[config.mk]
export PLATFORM = sky130hd
export DESIGN_NAME = wb_timer
export DESIGN_NICKNAME = d
export VERILOG_FILES = /design/src/rtl/wb_timer_pkg.sv /design/src/rtl/wb_timer_prescaler.sv /design/src/rtl/wb_timer.sv
export SDC_FILE = /design/constraint.sdc
export NUM_CORES = 1
export LEC_CHECK = 0
export CORE_ASPECT_RATIO = 1.4
export CORE_UTILIZATION = 60
export CTS_BUF_LIST = sky130_fd_sc_hd__clkbuf_4 sky130_fd_sc_hd__clkbuf_8
export DETAILED_ROUTE_END_ITERATION = 10
export DONT_BUFFER_PORTS = 1
export PLACE_DENSITY = 0.82
export SLEW_MARGIN = 20
export SYNTH_ARGS = -nofsm -noshare
export SYNTH_HDL_FRONTEND = slang
export SYNTH_SLANG_ARGS = --single-unit
[constraint.sdc]
create_clock -name HCLK -period 3.2 [get_ports HCLK]
set_input_delay 0.32 -clock HCLK [delete_from_list [all_inputs] [get_ports HCLK]]
set_output_delay 0.32 -clock HCLK [all_outputs]
set_load 0.05 [all_outputs]
[src/rtl/wb_timer_pkg.sv]
// wb_timer_pkg: register offsets, CTRL/STATUS bit positions and reset values
// shared by the wb_timer RTL and the firmware header generator.
// Also holds the Wishbone byte-lane merge helper.
package wb_timer_pkg;

    // Word offsets, decoded from wb_adr_i[4:2]
    localparam logic [2:0] ADR_CTRL   = 3'd0;
    localparam logic [2:0] ADR_STATUS = 3'd1;
    localparam logic [2:0] ADR_COUNT  = 3'd2;
    localparam logic [2:0] ADR_CMP    = 3'd3;

    // CTRL bit positions
    localparam int CTRL_EN          = 0;
    localparam int CTRL_AUTO_RELOAD = 1;
    localparam int CTRL_IRQ_EN      = 2;
    localparam int CTRL_PSC_LSB     = 8;

    // STATUS bit positions
    localparam int STATUS_MATCH = 0;

    // Reset values
    localparam logic [31:0] CTRL_RESET   = 32'h0000_0000;
    localparam logic [31:0] STATUS_RESET = 32'h0000_0000;
    localparam logic [31:0] COUNT_RESET  = 32'h0000_0000;
    localparam logic [31:0] CMP_RESET    = 32'h0000_0000;

    // Replace the bytes of old_val whose lane enable is set
    function automatic logic [31:0] byte_merge(input logic [31:0] old_val,
                                               input logic [31:0] new_val,
                                               input logic [3:0]  sel);
        logic [31:0] res;
        res = old_val;
        for (int unsigned i = 0; i < 4; i++) begin
            if (sel[i]) res[8*i +: 8] = new_val[8*i +: 8];
        end
        return res;
    endfunction

endpackage

[src/rtl/wb_timer_prescaler.sv]
// wb_timer_prescaler: divides HCLK by (psc+1) while enabled.
// Ports:
//   HCLK, HRESETn : clock, async active-low reset
//   en            : prescaler enable; when low the count is held at 0
//   restart       : forces the count back to 0 on the next edge
//   psc           : reload value, tick fires when the count reaches it
//   tick          : one-cycle count enable for the timer
module wb_timer_prescaler
    import wb_timer_pkg::*;
#(
    parameter int PSC_WIDTH = 8
) (
    input  logic                 HCLK,
    input  logic                 HRESETn,
    input  logic                 en,
    input  logic                 restart,
    input  logic [PSC_WIDTH-1:0] psc,
    output logic                 tick
);

    logic [PSC_WIDTH-1:0] pcnt;

    assign tick = en && (pcnt == psc);

    always_ff @(posedge HCLK or negedge HRESETn) begin
        if (!HRESETn) begin
            pcnt <= '0;
        end else if (!en || restart || tick) begin
            pcnt <= '0;
        end else begin
            pcnt <= pcnt + 1'b1;
        end
    end

endmodule

[src/rtl/wb_timer.sv]
// wb_timer: 32-bit Wishbone-slave timer/compare unit with prescaler and a
// registered level interrupt.
// Ports:
//   HCLK, HRESETn      : clock, async active-low reset
//   wb_adr_i[4:2]      : register select (CTRL, STATUS, COUNT, CMP; rest unmapped)
//   wb_dat_i, wb_sel_i : write data and byte-lane enables
//   wb_we_i, wb_cyc_i, wb_stb_i : Wishbone control
//   wb_dat_o           : read data, non-zero only in the ack cycle
//   wb_ack_o           : one-cycle acknowledge, one cycle after the strobe
//   irq_o              : MATCH & IRQ_EN, registered
module wb_timer
    import wb_timer_pkg::*;
#(
    parameter int CNT_WIDTH = 32,
    parameter int PSC_WIDTH = 8
) (
    input  logic        HCLK,
    input  logic        HRESETn,
    input  logic [31:0] wb_adr_i,
    input  logic [31:0] wb_dat_i,
    input  logic [3:0]  wb_sel_i,
    input  logic        wb_we_i,
    input  logic        wb_cyc_i,
    input  logic        wb_stb_i,
    output logic [31:0] wb_dat_o,
    output logic        wb_ack_o,
    output logic        irq_o
);

    logic                 hs;
    logic                 wr;
    logic                 rd;
    logic [2:0]           reg_idx;

    logic                 en;
    logic                 auto_reload;
    logic                 irq_en;
    logic [PSC_WIDTH-1:0] psc;
    logic                 match;
    logic [CNT_WIDTH-1:0] count;
    logic [CNT_WIDTH-1:0] cmp;

    logic [31:0]          ctrl_rd;
    logic [31:0]          ctrl_merged;
    logic [31:0]          rdata;
    logic                 wr_ctrl;
    logic                 wr_status;
    logic                 wr_count;
    logic                 wr_cmp;
    logic                 psc_restart;
    logic                 tick;
    logic                 match_now;
    logic                 match_clr;
    logic                 unused_bits;

    // A transfer is accepted on the edge that raises ack
    assign hs      = wb_cyc_i & wb_stb_i & ~wb_ack_o;
    assign wr      = hs & wb_we_i;
    assign rd      = hs & ~wb_we_i;
    assign reg_idx = wb_adr_i[4:2];

    assign wr_ctrl   = wr && (reg_idx == ADR_CTRL);
    assign wr_status = wr && (reg_idx == ADR_STATUS);
    assign wr_count  = wr && (reg_idx == ADR_COUNT);
    assign wr_cmp    = wr && (reg_idx == ADR_CMP);

    always_comb begin
        ctrl_rd                               = '0;
        ctrl_rd[CTRL_EN]                      = en;
        ctrl_rd[CTRL_AUTO_RELOAD]             = auto_reload;
        ctrl_rd[CTRL_IRQ_EN]                  = irq_en;
        ctrl_rd[CTRL_PSC_LSB +: PSC_WIDTH]    = psc;
    end

    assign ctrl_merged = byte_merge(ctrl_rd, wb_dat_i, wb_sel_i);
    assign psc_restart = wr_ctrl && (ctrl_merged[CTRL_PSC_LSB +: PSC_WIDTH] != psc);

    always_comb begin
        rdata = '0;
        case (reg_idx)
            ADR_CTRL:   rdata = ctrl_rd;
            ADR_STATUS: rdata[STATUS_MATCH] = match;
            ADR_COUNT:  rdata = 32'(count);
            ADR_CMP:    rdata = 32'(cmp);
            default:    rdata = '0;
        endcase
    end

    wb_timer_prescaler #(
        .PSC_WIDTH (PSC_WIDTH)
    ) u_prescaler (
        .HCLK    (HCLK),
        .HRESETn (HRESETn),
        .en      (en),
        .restart (psc_restart),
        .psc     (psc),
        .tick    (tick)
    );

    assign match_now = tick && (count == cmp);
    assign match_clr = wr_status && wb_sel_i[0] && wb_dat_i[STATUS_MATCH];

    always_ff @(posedge HCLK or negedge HRESETn) begin
        if (!HRESETn) begin
            wb_ack_o <= 1'b0;
            wb_dat_o <= '0;
        end else begin
            wb_ack_o <= hs;
            wb_dat_o <= rd ? rdata : '0;
        end
    end

    always_ff @(posedge HCLK or negedge HRESETn) begin
        if (!HRESETn) begin
            en          <= CTRL_RESET[CTRL_EN];
            auto_reload <= CTRL_RESET[CTRL_AUTO_RELOAD];
            irq_en      <= CTRL_RESET[CTRL_IRQ_EN];
            psc         <= CTRL_RESET[CTRL_PSC_LSB +: PSC_WIDTH];
        end else if (wr_ctrl) begin
            en          <= ctrl_merged[CTRL_EN];
            auto_reload <= ctrl_merged[CTRL_AUTO_RELOAD];
            irq_en      <= ctrl_merged[CTRL_IRQ_EN];
            psc         <= ctrl_merged[CTRL_PSC_LSB +: PSC_WIDTH];
        end
    end

    // A software write to COUNT overrides the tick increment
    always_ff @(posedge HCLK or negedge HRESETn) begin
        if (!HRESETn) begin
            count <= COUNT_RESET[CNT_WIDTH-1:0];
        end else if (wr_count) begin
            count <= CNT_WIDTH'(byte_merge(32'(count), wb_dat_i, wb_sel_i));
        end else if (tick) begin
            count <= (match_now && auto_reload) ? '0 : count + 1'b1;
        end
    end

    always_ff @(posedge HCLK or negedge HRESETn) begin
        if (!HRESETn) begin
            cmp <= CMP_RESET[CNT_WIDTH-1:0];
        end else if (wr_cmp) begin
            cmp <= CNT_WIDTH'(byte_merge(32'(cmp), wb_dat_i, wb_sel_i));
        end
    end

    // A new match outranks a simultaneous W1C
    always_ff @(posedge HCLK or negedge HRESETn) begin
        if (!HRESETn) begin
            match <= STATUS_RESET[STATUS_MATCH];
        end else if (match_now) begin
            match <= 1'b1;
        end else if (match_clr) begin
            match <= 1'b0;
        end
    end

    always_ff @(posedge HCLK or negedge HRESETn) begin
        if (!HRESETn) begin
            irq_o <= 1'b0;
        end else begin
            irq_o <= match & irq_en;
        end
    end

    assign unused_bits = ^{wb_adr_i[31:5], wb_adr_i[1:0],
                           ctrl_merged[31:CTRL_PSC_LSB+PSC_WIDTH], ctrl_merged[7:3]};

endmodule

==> impl_metrics.py <==
metrics = {
    "place": {
        "place_area_sq_mm": 0.00632,
        "port_buffers": 0,
        "gp_congestion": 0.937,
        "hpwl_mm": 11.2,
    },
    "timing": {
        "timing.final.crit_share": 0.894,
        "setup_violations": 0,
        "clock_skew_ns": 0.00933,
        "relSlewSlack": 0.276,
        "period_minus_slack_ns": 2.86,
        "grt_setup_unrepaired": "no",
        "slew_viol_final": 0,
        "setup_tns_ns": 0,
        "worst-slew-pin-transition_ns": 1.08,
        "hold_viol_final": 0,
        "max_freq_ghz": 0.350,
    },
    "critical_path": {
        "critPathSlowestCell": "nor4_2",
        "crit_type": "register to register",
        "r2r_cells": 6,
        "critPathMaxFanout": 13,
        "cp-start-kind": "register",
        "timing.rr.start": "wb_ack_o$_DFF_PN0_",
        "cp_data_arrival_time_ns": 3.19,
        "critical-path-top-delay-family": "simple AND/OR/NAND/NOR gates",
        "worstPathCellList": "and4b_1, nand2_1, nor4_2, a21oi_1, nand2_1, nor2_1",
        "crit_path_end_kind": "register",
        "reg2reg_slack_ns": 0.34,
        "cpPeakStageDelay_ns": 0.81,
        "cp.required_ns": 3.52,
        "critPathBufInv": 0,
        "path_common_cell": "nand2_1",
        "reg2reg_to": "u_prescaler.pcnt[5]$_DFF_PN0_",
    },
    "routing": {
        "drc": 0,
        "wl_mm": 15.9,
        "first_pass_iters": 5,
        "vias": 5030,
        "ant_nets": 0,
        "viasPerCell": 6.59,
        "first_iter_violations": 484,
        "wl_per_cell_um": 20.8,
    },
    "yosys": {
        "synthesis.nets": 695,
        "yosys.area.top_type_share": 0.474,
        "syn-cell-area_sq_mm": 0.00623,
        "syn_area_per_cell_sq_um": 10.0,
        "netlist_top_cells_count": "dfrtp_1 (118), nor2_1 (72), mux2_2 (44), a22oi_1 (42), xnor2_1 (41)",
        "yosys.area_share.simple": 0.194,
        "synthAdderAreaFrac": 0.00402,
        "synthCells": 620,
        "synth.largest_area_cell": "dfrtp_1",
        "synthArstFlopShare": 1.00,
        "synth_seq_cells": 118,
        "synth_edf_count": 0,
        "synth_flop_cell": "dfrtp_1",
        "synth_xor_area_frac": 0.0802,
        "yosysSeqAreaShare": 0.474,
        "yosys-top-cells-area": "dfrtp_1 (47%), mux2_2 (8.0%), xnor2_1 (5.8%)",
        "yosysWarnings": 0,
        "synth_cell_type_count": 49,
        "synth_compound_area_frac": 0.117,
        "synth_mux_area_frac": 0.102,
        "synth_top_family_by_area": "simple AND/OR/NAND/NOR gates",
        "synth.most_common_cell": "dfrtp_1",
    },
    "cells_and_area": {
        "drive_above_1_share": 0.162,
        "final_area_sq_mm": 0.00674,
        "nNetsFinal": 693,
        "area_growth_pct": 8.16,
        "diodes": 0,
        "postLayoutCoreUtil": 0.673,
    },
    "hold_path": {
        "whs_endpoint": "cmp[31]$_DFFE_PN0P_",
        "hold_path.class": "input port to register",
        "worstHoldStart": "wb_dat_i[31]",
        "whs_path_depth": 1,
    },
    "pwr": {
        "leakage_nw": 2.94,
        "total_power_w": 0.00394,
        "peakVddDrop_uv": 348,
        "p_per_area_mw_per_mm2": 585,
    },
    "clock_network": {
        "cts_tree": "done",
        "clkTransAtPathRegs_ns": 0.07,
        "cts_root_buf": "clkbuf_8",
        "clock_sinks": 118,
        "htreeDepth": 4,
        "post-cts-setup-buffers": 0,
        "numCtsBuffers": 17,
        "cts_buffer_depth": 2,
        "clk_latency_ns": 0.45,
    },
    "global_routing": {
        "antenna_found_initial": 0,
        "grt_pass1_vias": 5000,
        "grt_max_degree": 119,
        "overflow": 0,
        "grt_usage": 0.315,
        "grt_first_pass_wirelength_mm": 25.4,
    },
    "floorplan": {
        "ios": 107,
        "die_w_um": 88.1,
        "core_area_sq_mm": 0.0100,
        "die_y_um": 123,
        "dieArea_sq_mm": 0.0108,
        "initial_core_util": 0.622,
        "rows": 43,
    },
    "status": {
        "outcome": "finished, final reports clean",
    },
    "flow_run": {
        "drv_cap": 0,
    },
}
-- cell type report --
cell class	instances	area, sq um
Fill cell	782	3270
Multi-Input combinational cell	461	3090
Sequential cell	118	2950
Clock buffer	20	275
Tap cell	135	169
Timing Repair Buffer	17	155
Clock inverter	9	80.1
Inverter	3	11.3
-- what timing repair did --
| action | in CTS | in global routing |
|---|---|---|
| setup endpoints to repair | 0 | 0 |
| gates resized for setup | 0 | 0 |
| hold endpoints to repair | 120 | 0 |
| hold buffers | 4 | 0 |
-- sequential cells by signal (all words and copies together), names as in the netlist --
name              count
psc                   8
wb_ack_o              1
match                 1
wb_dat_o             32
cmp                  32
irq_o                 1
irq_en                1
auto_reload           1
en                    1
count                32
u_prescaler.pcnt      8
-- layer usage --
metal | global-route usage | routed length [um] | up-vias
li1 | - | - | 2230
met1 | 0.351 | 5630 | 2451
met2 | 0.523 | 8040 | 270
met3 | 0.0908 | 1350 | 79
met4 | 0.204 | 891 | 0
met5 | 0 | 0 | -
-- how the worst max path moves through the flow --
stage | startpoint | to | cells after the start
3_3_place_gp | wb_ack_o$_DFF_PN0_ | u_prescaler.pcnt[2]$_DFF_PN0_ | 6
5_1_grt | wb_ack_o$_DFF_PN0_ | u_prescaler.pcnt[6]$_DFF_PN0_ | 6
3_5_place_dp | wb_ack_o$_DFF_PN0_ | u_prescaler.pcnt[5]$_DFF_PN0_ | 6
6_report | wb_ack_o$_DFF_PN0_ | u_prescaler.pcnt[5]$_DFF_PN0_ | 6
2_1_floorplan | wb_ack_o$_DFF_PN0_ | count[31]$_DFFE_PN0P_ | 7
4_1_cts | wb_ack_o$_DFF_PN0_ | u_prescaler.pcnt[5]$_DFF_PN0_ | 6
-- logic make-up after synthesis --
family | Yosys count
buffers and inverters | 41
AO/OA/AOI/OAI | 113
XOR/XNOR | 57
multiplexers | 56
AND/OR/NAND/NOR | 233
flip-flops | 118
adder cells (fa/ha/maj) | 2
-- stage by stage --
stage	worst slack [ns]	hold slack (ns)	cells
3_5_place_dp	0.380	0.0278	730
6_report	0.339	0.0174	763
3_3_place_gp	0.559	0.0277	730
4_1_cts	0.367	0.00326	763
5_1_grt	0.245	0.00602	763
2_1_floorplan	0.954	0.0244	620
-- cell usage in the layout (no fill, tap or decap), types with 10 or more instances in the layout --
| master | instances |
|---|---|
| xor2_1 | 16 |
| a22oi_1 | 42 |
| mux2_2 | 44 |
| nor2_1 | 72 |
| nand4_1 | 22 |
| nor4_1 | 14 |
| buf_4 | 13 |
| a21oi_1 | 31 |
| nand3_1 | 31 |
| dfrtp_1 | 118 |
| and3_1 | 11 |
| and2_1 | 11 |
| nand2_1 | 40 |
| o21ai_0 | 24 |
| mux2i_1 | 10 |
| clkbuf_8 | 20 |
| xnor2_1 | 41 |
-- report_power, final --
| part | switching, W | internal, W |
|---|---|---|
| Sequential | 0.000279 | 0.00165 |
| Clock | 0.000584 | 0.000654 |
| Combinational | 0.000411 | 0.000359 |
| Total | 0.00127 | 0.00267 |
Power figures use the tool's default switching activity.
